[src/rtl/fir_pkg.sv]
// fir_pkg: constants shared between the stream adapter and the scheduled
// 8-bit FIR datapath. The schedule numbers must agree with the FIR
// controller, otherwise x/y alignment is lost.
package fir_pkg;

  localparam int FIR_WIDTH     = 8;  // x/y sample width
  localparam int FIR_SCHED_LEN = 8;  // cycles per FIR schedule period
  localparam int FIR_Y_PHASE   = 7;  // phase at which y is valid for the sample issued at phase 0

endpackage

[src/rtl/sync_fifo.sv]
// sync_fifo: single-clock FIFO with extra-bit pointers for full/empty.
//
// Ports:
//   clk, reset        clock, synchronous active-high reset (empties the FIFO)
//   push, push_data   write request and data
//   pop, pop_data     read request; pop_data is the current head (show-ahead)
//   full, empty       status from the registered pointers
//   count             number of stored entries (0..DEPTH)
//
// A push while full is accepted only when a pop happens in the same cycle;
// callers that must refuse pushes on full gate push themselves.
module sync_fifo
  import fir_pkg::*;
#(
  parameter int WIDTH = FIR_WIDTH,
  parameter int DEPTH = 4
) (
  input  logic                   clk,
  input  logic                   reset,
  input  logic                   push,
  input  logic [WIDTH-1:0]       push_data,
  input  logic                   pop,
  output logic [WIDTH-1:0]       pop_data,
  output logic                   full,
  output logic                   empty,
  output logic [$clog2(DEPTH):0] count
);

  localparam int AW = $clog2(DEPTH);

  logic [WIDTH-1:0] mem [DEPTH];
  logic [AW:0]      wr_ptr;
  logic [AW:0]      rd_ptr;
  logic             do_push;
  logic             do_pop;

  // Pointers carry one extra wrap bit: equal pointers mean empty, equal
  // index with different wrap bits means full.
  assign empty = (wr_ptr == rd_ptr);
  assign full  = (wr_ptr[AW] != rd_ptr[AW]) && (wr_ptr[AW-1:0] == rd_ptr[AW-1:0]);
  assign count = wr_ptr - rd_ptr;

  assign do_pop   = pop && !empty;
  assign do_push  = push && (!full || do_pop);
  assign pop_data = mem[rd_ptr[AW-1:0]];

  always_ff @(posedge clk) begin
    if (reset) begin
      wr_ptr <= '0;
      rd_ptr <= '0;
    end else begin
      if (do_push) wr_ptr <= wr_ptr + 1'b1;
      if (do_pop)  rd_ptr <= rd_ptr + 1'b1;
    end
  end

  // Storage needs no reset: nothing is read while empty.
  always_ff @(posedge clk) begin
    if (do_push) mem[wr_ptr[AW-1:0]] <= push_data;
  end

endmodule

[src/rtl/fir_stream_adapter.sv]
// fir_stream_adapter: valid/ready front end for the handshake-less scheduled
// FIR. Samples are buffered in an input FIFO and issued onto x once per
// schedule period; the matching y is captured into an output FIFO and
// returned downstream.
//
// Ports:
//   clk, reset           clock, synchronous active-high reset
//   in_data/in_valid/in_ready     upstream sample stream
//   x                    sample driven to the FIR (held for a whole period)
//   y                    FIR result, valid at phase Y_PHASE
//   out_data/out_valid/out_ready  downstream result stream
//   phase                current schedule phase (debug/alignment)
//   overflow             sticky: a result was dropped because the output FIFO was full
//
// Handshake: a transfer happens on a rising edge where valid && ready are both
// high; valid does not wait for ready, and a source holds its data steady while
// valid is high and ready is low. in_ready and out_valid come only from
// registered FIFO state.
module fir_stream_adapter
  import fir_pkg::*;
#(
  parameter int WIDTH     = FIR_WIDTH,
  parameter int SCHED_LEN = FIR_SCHED_LEN,
  parameter int Y_PHASE   = FIR_Y_PHASE,
  parameter int IN_DEPTH  = 4,
  parameter int OUT_DEPTH = 2
) (
  input  logic                         clk,
  input  logic                         reset,
  input  logic [WIDTH-1:0]             in_data,
  input  logic                         in_valid,
  output logic                         in_ready,
  output logic [WIDTH-1:0]             x,
  input  logic [WIDTH-1:0]             y,
  output logic [WIDTH-1:0]             out_data,
  output logic                         out_valid,
  input  logic                         out_ready,
  output logic [$clog2(SCHED_LEN)-1:0] phase,
  output logic                         overflow
);

  localparam int PW = $clog2(SCHED_LEN);
  localparam logic [PW-1:0] LAST_PH = PW'(SCHED_LEN - 1);
  localparam logic [PW-1:0] CAP_PH  = PW'(Y_PHASE);

  logic                       tag;  // current period carries a real sample
  logic                       issue;
  logic                       capture;
  logic                       in_push;
  logic                       in_pop;
  logic                       out_pop;
  logic [WIDTH-1:0]           in_head;
  logic                       in_full;
  logic                       in_empty;
  logic [$clog2(IN_DEPTH):0]  in_count;
  logic [WIDTH-1:0]           out_head;
  logic                       out_full;
  logic                       out_empty;
  logic [$clog2(OUT_DEPTH):0] out_count;
  logic                       unused_counts;

  // Occupancy counts are kept on the FIFO interface for debug probing only.
  assign unused_counts = ^{in_count, out_count};

  assign in_ready = !in_full;
  assign in_push  = in_valid && in_ready;

  // The edge that ends the last phase starts a new FIR period, so the popped
  // sample is on x throughout phase 0, when the FIR samples it. A sample
  // pushed on this same edge is not yet visible at the head.
  assign issue  = (phase == LAST_PH);
  assign in_pop = issue && !in_empty;

  assign capture   = (phase == CAP_PH) && tag;
  assign out_valid = !out_empty;
  assign out_pop   = out_valid && out_ready;
  assign out_data  = out_empty ? '0 : out_head;

  sync_fifo #(.WIDTH(WIDTH), .DEPTH(IN_DEPTH)) u_in_fifo (
    .clk       (clk),
    .reset     (reset),
    .push      (in_push),
    .push_data (in_data),
    .pop       (in_pop),
    .pop_data  (in_head),
    .full      (in_full),
    .empty     (in_empty),
    .count     (in_count)
  );

  // A capture into a full FIFO succeeds when the consumer pops that cycle.
  sync_fifo #(.WIDTH(WIDTH), .DEPTH(OUT_DEPTH)) u_out_fifo (
    .clk       (clk),
    .reset     (reset),
    .push      (capture),
    .push_data (y),
    .pop       (out_pop),
    .pop_data  (out_head),
    .full      (out_full),
    .empty     (out_empty),
    .count     (out_count)
  );

  always_ff @(posedge clk) begin
    if (reset) begin
      phase    <= '0;
      x        <= '0;
      tag      <= 1'b0;
      overflow <= 1'b0;
    end else begin
      phase <= issue ? '0 : phase + 1'b1;
      if (issue) begin
        // Empty FIFO: zero-stuff the period and mark it as a bubble.
        x   <= in_empty ? '0 : in_head;
        tag <= !in_empty;
      end
      if (capture && out_full && !out_pop) overflow <= 1'b1;
    end
  end

endmodule

[config.mk]
export PLATFORM = sky130hd
export DESIGN_NAME = fir_stream_adapter
export DESIGN_NICKNAME = d
export VERILOG_FILES = /design/src/rtl/fir_pkg.sv /design/src/rtl/sync_fifo.sv /design/src/rtl/fir_stream_adapter.sv
export SDC_FILE = /design/constraint.sdc
export NUM_CORES = 1
export LEC_CHECK = 0
export CORE_UTILIZATION = 54
export DETAILED_ROUTE_END_ITERATION = 8
export PLACE_DENSITY = 0.84
export SLEW_MARGIN = 0
export SYNTH_ARGS = -nofsm -noshare
export SYNTH_HDL_FRONTEND = slang
export SYNTH_HIERARCHICAL = 1
export SYNTH_SLANG_ARGS = --single-unit
[constraint.sdc]
create_clock -name clk -period 3.19 [get_ports clk]
set_input_delay 0.4785 -clock clk [delete_from_list [all_inputs] [get_ports clk]]
set_output_delay 0.4785 -clock clk [all_outputs]
set_load 0.03 [all_outputs]
# --- Word-level counts from Yosys, hierarchy flattened ---
# Memory sizes are Yosys's and may differ from the RTL's. A register that Yosys moved wholly into a read port is not among the register bits.
# Index checks and enable logic that the tools add are counted.
word_totals:
  output_inout_bits: 22
  ramBits: 48
  memories: 2
  in_bits: 20
  register_bits: 23
memory_table:
  columns: ["memory", "depth", "word_bits", "read_ports", "rd_ports_with_merged_regs", "write_ports", "line", "rtl"]
  rows:
  - ["u_in_fifo.mem", 4, 8, 1, 1, 1, "sync_fifo.sv:31", "logic [WIDTH-1:0] mem [DEPTH];"]
  - ["u_out_fifo.mem", 2, 8, 1, 1, 1, "sync_fifo.sv:31", null]
classes:
  n_eq_ne: 7
  n_mux: 10
  add_sub_neg: 5
  reduce_logical: 20
ops:
  columns: ["operator", "count"]
  rows:
  - ["$mux W8", 2]
  - ["$logic_and A1 B1 Y1", 12]
  - ["$add A3 B1 Y3 const B", 3]
  - ["$mux W1", 6]
  - ["$logic_not A1 Y1", 5]
  - ["$add A2 B1 Y2 const B", 2]
  - ["$eq A2 B2 Y1", 2]
  - ["$mux W2", 2]
  - ["$eq A3 B3 Y1", 1]
  - ["$eq A3 B3 Y1 const B", 1]
  - ["$logic_or A1 B1 Y1", 2]
  - ["$ne A1 B1 Y1", 2]
  - ["$reduce_or A2 Y1", 1]
  - ["$eq A1 B1 Y1", 1]

# --- Depth between registers and ports, before layout ---
depth:
  depth_word: 8
  depth_mapped: 7
  ltp_nobuf: 7

# --- Hierarchy ---
# Netlist, hierarchy kept.
by_module_without_submodules:
  columns: ["mod", "area_per_inst_um2", "n_inst", "cells_each"]
  rows:
  - ["sync_fifo at u_in_fifo", 1670.4, 1, 97]
  - ["sync_fifo at u_out_fifo", 900.9, 1, 58]
  - ["fir_stream_adapter", 630.6, 1, 64]

# --- Worst setup path after synthesis ---
# Ideal clock, no wire load.
synth_path:
  kind: "register -> register"
  from: "register u_in_fifo.wr_ptr[0]"
  to: "register u_in_fifo.wr_ptr[2]"
  period_less_slack_ns: 2.277
  setup_slack_ns: 0.913
  path_stages_with_launch: 8
  arrival_ns: 2.156
  path_cell_list: "dfxtp_1 -> inv_1 -> ha_1 -> nand2_1 -> nor2_1 -> nor2b_1 -> o311a_1 -> mux2_4"
synth_via:
  elab_chain_cells: 6
  word_cells_on_any_way: 11
  cone_classes: "1 x add/sub; 2 x eq/ne; 8 x reduce/logical"
synth_rtl:
  columns: ["element", "line", "rtl"]
  rows:
  - ["start: declaration", "sync_fifo.sv:32", "logic [AW:0] wr_ptr;"]
  - ["start signal: assignment", "sync_fifo.sv:52", "if (do_push) wr_ptr <= wr_ptr + 1'b1;"]
  - ["$eq A3 B3 Y1", "sync_fifo.sv:39", "assign empty = (wr_ptr == rd_ptr);"]
  - ["named net in_empty", "fir_stream_adapter.sv:54", "logic in_empty;"]
  - ["$logic_not A1 Y1", "fir_stream_adapter.sv:72", "assign in_pop = issue && !in_empty;"]
  - ["$logic_and A1 B1 Y1", "fir_stream_adapter.sv:72", null]
  - ["named net in_pop", "fir_stream_adapter.sv:50", "logic in_pop;"]
  - ["$logic_and A1 B1 Y1", "sync_fifo.sv:43", "assign do_pop = pop && !empty;"]
  - ["$logic_or A1 B1 Y1", "sync_fifo.sv:44", "assign do_push = push && (!full || do_pop);"]
  - ["$logic_and A1 B1 Y1", "sync_fifo.sv:44", null]
# The timed path passes the listed nets, and every way through them passes these cells.
# A chain may end at the register's enable or synchronous reset.

# --- Final worst setup path ---
layout_path:
  from: "register u_out_fifo.wr_ptr[0]"
  to: "output port out_data[5]"
layout_via:
  elab_chain_cells: 2
layout_rtl:
  columns: ["element", "line", "rtl"]
  rows:
  - ["start: declaration", "sync_fifo.sv:32", null]
  - ["start signal: assignment", "sync_fifo.sv:52", null]
  - ["$eq A2 B2 Y1", "sync_fifo.sv:39", null]
  - ["named net out_empty", "fir_stream_adapter.sv:58", "logic out_empty;"]
  - ["$mux W8", "fir_stream_adapter.sv:77", "assign out_data = out_empty ? '0 : out_head;"]
  - ["end: declaration", "fir_stream_adapter.sv:35", "output logic [WIDTH-1:0] out_data,"]
# The timed path passes the listed nets, and every way through them passes these cells.

==> results.tsv <==
stage	metric	value	unit
run_status	status	finished clean	
floorplan	design.die.area	6160	um2
layout	nets	293	
worst_hold_path	min_from	x[1]	
timing	fin_crit	2800	ps
timing	fin_crit_sh	87.7	%
clock_tree	cts_resized	0	
floorplan	design.core.area	5570	um2
power	peakVddDrop	0.387	mV
setup_path	cp-end-kind	primary output	
clock_tree	post_cts_buffers	0	
timing	rsz0062_at_grt	no	
timing	worst_slack	392	ps
route	dr.pass1.iters	4	
clock_tree	numCtsBuffers	9	
layout	fillers	373	
global_routing	antenna_found_initial	0	
setup_path	crit_path_start_kind	register	
layout	drive_gt1_share	20.1	%
route	routedWlPerCell	15.5	um
clock_tree	clk_latency	340	ps
route	vias	1849	
floorplan	fp.dieH	78.5	um
global_routing	grt_pass1_wl	9050	um
global_routing	grt_pass1_vias	1907	
floorplan	fp.dieW	78.5	um
clock_tree	clk_path_buf_depth	2	
floorplan	ios	42	
clock_tree	hold_buffers	0	
placed_design	portBuffers	41	
global_routing	grt_overflow	0	
global_routing	grt_max_degree	24	
floorplan	start_util	56.6	%
power	power_frac_comb	9.0	%
yosys	syn_nets	244	
power	intPower	1.51	mW
power	p_sw_share	23.6	%
timing	clock_skew	11.6	ps
floorplan	rows	27	
clock_tree	ctsRootBufferMaster	clkbuf_8	
timing	fmax	357	MHz
setup_path	r2r_slack	710	ps
clock_tree	cts.sink_count	74	
yosys	syn_area	3160	um2
yosys	ys_warn_count	6	
layout	area_growth	22.0	%
timing	max_slew.worst_pin.slew	548	ps
setup_path	critical_path_class	reg2out	
placed_design	preCtsSetupSlack	729	ps
layout	antenna_cells	0	
route	final_antenna_net_count	0	
placed_design	hpwl	3740	um
yosys	synthCells	214	
setup_path	reg2reg_from	u_out_fifo/wr_ptr[0]	
timing	slew_violations	0	
route	vias_per_cell	5.44	
route	drc	0	
route	drt_wl_total	5280	um
power	p_seq_share	54.3	%
timing	setup_tns	0	ps
global_routing	track_usage	19.8	%
setup_path	cp.arrival	2320	ps
clock_tree	path_clk_slew	70	ps
setup_path	crit_fanout	10	
timing	setup_viol	0	
setup_path	cp_data_required_time	2710	ps
power	power	1.98	mW
setup_path	setup.worst_path.start	u_out_fifo/wr_ptr[0]	
yosys	syn_avg_cell_area	14.8	um2
power	switchingPower	0.466	mW
flow_run	max_cap_viol_count	0	
route	dr.first_iter.drc_count	111	
clock_tree	h-tree-depth	3	
timing	hold_violations	0	
clock_tree	cts_tree	done	
power	powerDensity	513	nW/um2
placed_design	gp_congestion	0.775	
timing	max_slew_margin	63.4	%
power	clkPwrFrac	36.7	%
power	p_leak	1.32	nW
worst_hold_path	min_path_type	reg2reg	
-- critical path, cell delays in order (launching register included) --
cell	delay, ps
dfxtp_1	380
inv_1	110
ha_1	360
and2_1	270
nor2b_1	170
clkdlybuf4s50_1	690
-- metrics by stage --
step           cells  cell area [um2]  utilization, %  hold slack [ps]
2_1_floorplan    214             3160               -              480
3_3_place_gp     324             3650            65.5              441
3_5_place_dp     324             3650            65.5              463
4_1_cts          340             3850            69.1              474
5_1_grt          340             3850            69.1              501
6_report         340             3850            69.1              472
-- layout by cell type, fill, tap and decap left out, types with 2 or more instances in the layout --
master	n
mux4_2	8
nor2_1	11
nor2b_1	15
edfxtp_1	48
nand2_1	5
mux2i_1	2
clkinvlp_4	2
nand4_1	2
or4_1	2
buf_4	4
dfxtp_1	26
o311a_1	2
o31a_1	2
clkbuf_8	9
inv_1	10
mux2_2	12
a21oi_2	5
ha_1	10
clkdlybuf4s50_1	41
and2_1	5
nand2b_1	9
nand3b_1	3
mux2_4	2
nor3b_1	2
nand3b_2	5
a21oi_1	4
-- power by group through the flow --
stage | clock network (mW) | registers [mW] | logic, mW
2_1_floorplan | 0 | 1.10 | 0.0959
3_3_place_gp | 0 | 1.09 | 0.171
3_5_place_dp | 0 | 1.10 | 0.177
4_1_cts | 0.740 | 1.08 | 0.178
5_1_grt | 0.791 | 1.08 | 0.194
6_report | 0.726 | 1.07 | 0.177
-- layout make-up --
| class | count | area [um2] | share of cell area, % |
|---|---|---|---|
| clock buffer | 9 | 124 | 3.22 |
| tap | 72 | 90.1 | 2.34 |
| clock inverter | 7 | 77.6 | 2.01 |
| sequential | 74 | 1960 | 50.9 |
| multi-input combinational | 123 | 1120 | 29.1 |
| inverter | 10 | 37.5 | 0.974 |
| timing repair buffer | 45 | 440 | 11.4 |
-- registers in the layout (all words and copies together) (netlist names), named ones only --
signal	flops
u_out_fifo/mem	16
overflow	1
u_out_fifo/wr_ptr	2
u_in_fifo/wr_ptr	3
tag	1
u_out_fifo/rd_ptr	2
phase	3
x	8
u_in_fifo/rd_ptr	3
u_in_fifo/mem	32
-- worst paths after layout --
| kind | to | cells after the start |
|---|---|---|
| worst max register to register | u_out_fifo/mem[0][6] | 5 |
| worst min register to register | x[1] | 2 |
| worst max-delay path | out_data[5] | 5 |
| worst min-delay path | x[1] | 2 |
-- per-layer routing --
| layer | share of wire (%) | track usage (%) | vias to the layer above |
|---|---|---|---|
| met4 | 0.78 | 6.11 | 0 |
| met2 | 50 | 32.3 | 53 |
| li1 | - | - | 889 |
| met1 | 44 | 25.5 | 901 |
| met5 | 0 | 0 | - |
| met3 | 5.1 | 5.70 | 6 |
Power figures use the tool's default switching activity.
==> variant 1, RTL diff (config.mk and constraints unchanged) <==
Set the package constant `FIR_SCHED_LEN` to 16 (it was 8).
--- a/src/rtl/fir_pkg.sv
+++ b/src/rtl/fir_pkg.sv
@@ -6,3 +6,3 @@
   localparam int FIR_WIDTH     = 8;  // x/y sample width
-  localparam int FIR_SCHED_LEN = 8;  // cycles per FIR schedule period
+  localparam int FIR_SCHED_LEN = 16;  // cycles per FIR schedule period
   localparam int FIR_Y_PHASE   = 7;  // phase at which y is valid for the sample issued at phase 0
Interface: changed (resized phase); port bits go from 42 to 43. The function was not compared with the original's and may differ.
==> variant 1 against the original RTL <==
  * Total power up 2.7%
  * Wire length up 3.5%
  * Cell area down 0.39%
  * Critical path depth unchanged
  * Setup slack worse by 0.010 ns
  * Combinational power down 18%
  * Synthesized area down 1.3%
  * Sequential cell count up 1
  * Critical path type unchanged
  * Largest cell class unchanged
==> variant 1: results <==
metrics = {
    "run_status": {
        "run_status": "complete, no violations",
    },
    "cts": {
        "worstSkewPairLatency_ns": 0.35,
        "clockBufferDepth": 2,
        "cts-root-buf": "clkbuf_8",
        "clkTransAtPathRegs_ns": 0.08,
        "cts-resized-gates": 0,
        "postCtsSetupBuffers": 0,
    },
    "placement": {
        "detailedPlacementHpwl_um": 3700,
        "i_o_buffers": 42,
        "gp_routability_congestion": 0.823,
        "pre_cts_slack_ns": 0.693,
    },
    "finish": {
        "fillers": 401,
        "layout.nets": 283,
        "post_route_cells_drive_above_1_share": 0.201,
    },
    "global_routing": {
        "track_usage": 0.205,
        "grt_first_pass_wirelength_um": 8930,
        "grt_pass1_vias": 1867,
        "pin_count_of_the_biggest_net_entering_global_routing": 24,
    },
    "drt": {
        "vias": 1824,
        "dr.pass1.iters": 4,
        "route.final.wire_length_um": 5470,
        "initialDrtViolationCount": 96,
    },
    "power_and_ir_drop": {
        "static-leakage-power_nw": 1.39,
        "worst_ir_drop_vdd_v": 0.000307,
    },
    "logic_synthesis": {
        "synthesis.yosys.warnings": 6,
        "synth.net_count": 233,
    },
    "timing": {
        "timing.max_slew.rel_slack": 0.638,
        "final.setup_skew_ns": 0.00943,
        "timing_hold_violations_final": 0,
    },
    "worst_hold_path": {
        "holdCritStartpoint": "x[2]",
        "hold_class": "reg2reg",
    },
    "critical_path": {
        "crit-reg2reg-launch": "u_in_fifo/wr_ptr[0]",
        "worst_path_max_delay_cell": "clkdlybuf4s50_1",
    },
    "die": {
        "design.die.area_um2": 6070,
    },
}
==> variant 1: path summary, 6_finish.rpt <==
| path | end | slack, ns | depth (start not counted) |
|---|---|---|---|
| worst max register to register | u_in_fifo/mem[1][0] | 0.70 | 7 |
| worst min-delay path | x[2] | 0.48 | 1 |
| worst min register to register | x[2] | 0.48 | 1 |
| worst max-delay path | out_data[7] | 0.38 | 5 |
==> variant 1: worst register-to-register path, delay by kind of cell, from the launching register on <==
kind            cells  cell delay [ns]
buf+inv             1             0.12
flops               1             0.40
simple gates        4             1.06
compound gates      1             0.27
fa+ha+maj           1             0.30
==> variant 1: per-layer routing <==
| layer | wire, um | GRT usage |
|---|---|---|
| met1 | 2200 | 0.237 |
| met2 | 2910 | 0.348 |
| met3 | 272 | 0.0600 |
| met4 | 91 | 0.0981 |
| met5 | 0 | 0 |
==> variant 1: metrics by stage <==
step                cell area (um2)  hold slack [ns]  power, mW  utilization  instances
finish                         3840            0.484       2.03        0.693        331
detailed placement             3610            0.461       1.26        0.652        315
CTS                            3840            0.487       2.05        0.693        331
floorplan                      3110            0.435       1.19            -        204
global placement               3610            0.451       1.25        0.652        315
global route                   3840            0.503       2.11        0.693        331
==> variant 1: layout make-up <==
class                           instances  area share
Tap cell                               72      0.0235
Clock inverter                          7      0.0258
Sequential cell                        75       0.516
Timing Repair Buffer                   45       0.115
Inverter                               11      0.0108
Multi-Input combinational cell        112       0.276
Clock buffer                            9      0.0323
==> variant 1: where the power goes <==
group / total, mW / internal, mW / switching, mW
clock network: 0.796 / 0.445 / 0.351
logic: 0.146 / 0.0665 / 0.0795
registers: 1.09 / 1.07 / 0.0169
total: 2.03 / 1.58 / 0.447
==> variant 2, RTL diff (same settings) <==
Without the edit above. Make the reset (`reset`) asynchronous in 2 clocked blocks. Comments in the files are not updated.
--- a/src/rtl/sync_fifo.sv
+++ b/src/rtl/sync_fifo.sv
@@ -46,3 +46,3 @@
 
-  always_ff @(posedge clk) begin
+  always_ff @(posedge clk or posedge reset) begin
     if (reset) begin
--- a/src/rtl/fir_stream_adapter.sv
+++ b/src/rtl/fir_stream_adapter.sv
@@ -103,3 +103,3 @@
 
-  always_ff @(posedge clk) begin
+  always_ff @(posedge clk or posedge reset) begin
     if (reset) begin
Behaviour: differs if reset is asserted again (counterexample within 4 cycles, from zero or initial values and one cycle with reset high); with reset held inactive, the same outputs for 10 cycles.
==> variant 2 against the original RTL <==
  * Fmax down 5.3%
  * Setup slack got worse by 0.16 ns
  * Count of clock-buffer cells in the layout up 6
  * Synthesized area down 6.0%
  * Sequential cell count down 3
  * Wire length is 4.6% lower
  * Cell area fell by 5.4%
Power is not compared: it rests on default switching activity, and its combinational part moved more than twofold at a synthesized area within 25%.
==> variant 2: results <==
metrics = {
    "cts": {
        "worstSkewPairLatency_ns": 0.35,
        "cts.htree.levels": 3,
        "clockBufferDepth": 2,
        "cts-resized-gates": 0,
        "cts-root-buf": "clkbuf_8",
        "tritoncts.num_buffers": 9,
        "clkTransAtPathRegs_ns": 0.07,
        "postCtsSetupBuffers": 0,
    },
    "global_routing": {
        "pin_count_of_the_biggest_net_entering_global_routing": 14,
        "grt_antenna_before_repair": 0,
        "track_usage": 0.200,
        "grt_first_pass_wirelength_um": 8360,
        "grt_pass1_vias": 1650,
    },
    "timing": {
        "final.setup_skew_ns": 0.00856,
        "timing_worst_slew_pin_value_ns": 0.687,
    },
    "power_and_ir_drop": {
        "worst_ir_drop_vdd_v": 0.000636,
        "static-leakage-power_nw": 1.37,
    },
    "drt": {
        "route.final.wire_length_um": 5040,
        "dr.pass1.iters": 4,
        "antenna_left": 0,
        "initialDrtViolationCount": 94,
        "vias_per_cell": 5.24,
    },
    "finish": {
        "insertedDiodeCount": 0,
        "post_route_cells_drive_above_1_share": 0.186,
        "largest_register_ffs": 32,
        "layout.nets": 261,
        "fillers": 351,
    },
    "critical_path": {
        "r2r_cells": 6,
        "critPathMaxStageDelay_ns": 0.69,
        "worst_path_max_delay_cell": "clkdlybuf4s50_1",
        "crit_family": "buffers and inverters",
        "crit_fanout": 11,
    },
    "logic_synthesis": {
        "synth.net_count": 212,
        "synthesis.yosys.warnings": 6,
    },
    "placement": {
        "detailedPlacementHpwl_um": 3500,
        "i_o_buffers": 41,
        "gp_routability_congestion": 0.811,
    },
    "run": {
        "maxCapViolCount": 0,
    },
    "die": {
        "rows": 26,
    },
    "run_status": {
        "run_status": "complete, no violations",
    },
    "worst_hold_path": {
        "hold_class": "in2async",
    },
}
## variant 2: area by class of cell
type / instances / area, um2 / area share
timing repair buffer: 42 / 418 / 0.115
sequential: 71 / 2020 / 0.554
multi-input combinational: 95 / 880 / 0.241
clock buffer: 15 / 166 / 0.0457
clock inverter: 1 / 30.0 / 0.00824
inverter: 12 / 45.0 / 0.0124
tap: 70 / 87.6 / 0.0240
## variant 2: final timing paths
kind / from / endpoint / slack [ns]
setup / recovery: u_out_fifo/rd_ptr[0] / out_data[7] / 0.23
hold / removal: reset / u_out_fifo/rd_ptr[1] / 0.40
setup reg to reg: u_out_fifo/rd_ptr[0] / u_out_fifo/mem[0][6] / 0.47
hold reg to reg: phase[0] / phase[0] / 0.46
max in group asynchronous: reset / x[7] / 2.33
min in group clk: phase[0] / phase[0] / 0.46
## variant 2: report_power, final
part / internal, mW / total [mW] / switching [mW]
registers: 1.23 / 1.42 / 0.194
clock network: 0.406 / 0.712 / 0.306
logic: 0.720 / 1.54 / 0.816
total: 2.35 / 3.67 / 1.32
## variant 2: metal layers
metal,up-vias,track usage,share of wire
li1,755,-,-
met3,7,0.0635,0.047
met5,-,0,0
met4,0,0.0865,0.014
met1,790,0.262,0.45
met2,50,0.310,0.49
## variant 2: metrics by stage
step	instances	cell area (um2)	setup slack, ns	utilization	total power, mW
after floorplan	182	2970	0.790	-	2.45
final	306	3640	0.235	0.700	3.67
after global routing	306	3640	0.121	0.700	3.87
after detailed placement	290	3450	0.498	0.662	2.97
after CTS	306	3640	0.244	0.700	3.69
after global placement	290	3450	0.608	0.662	2.93
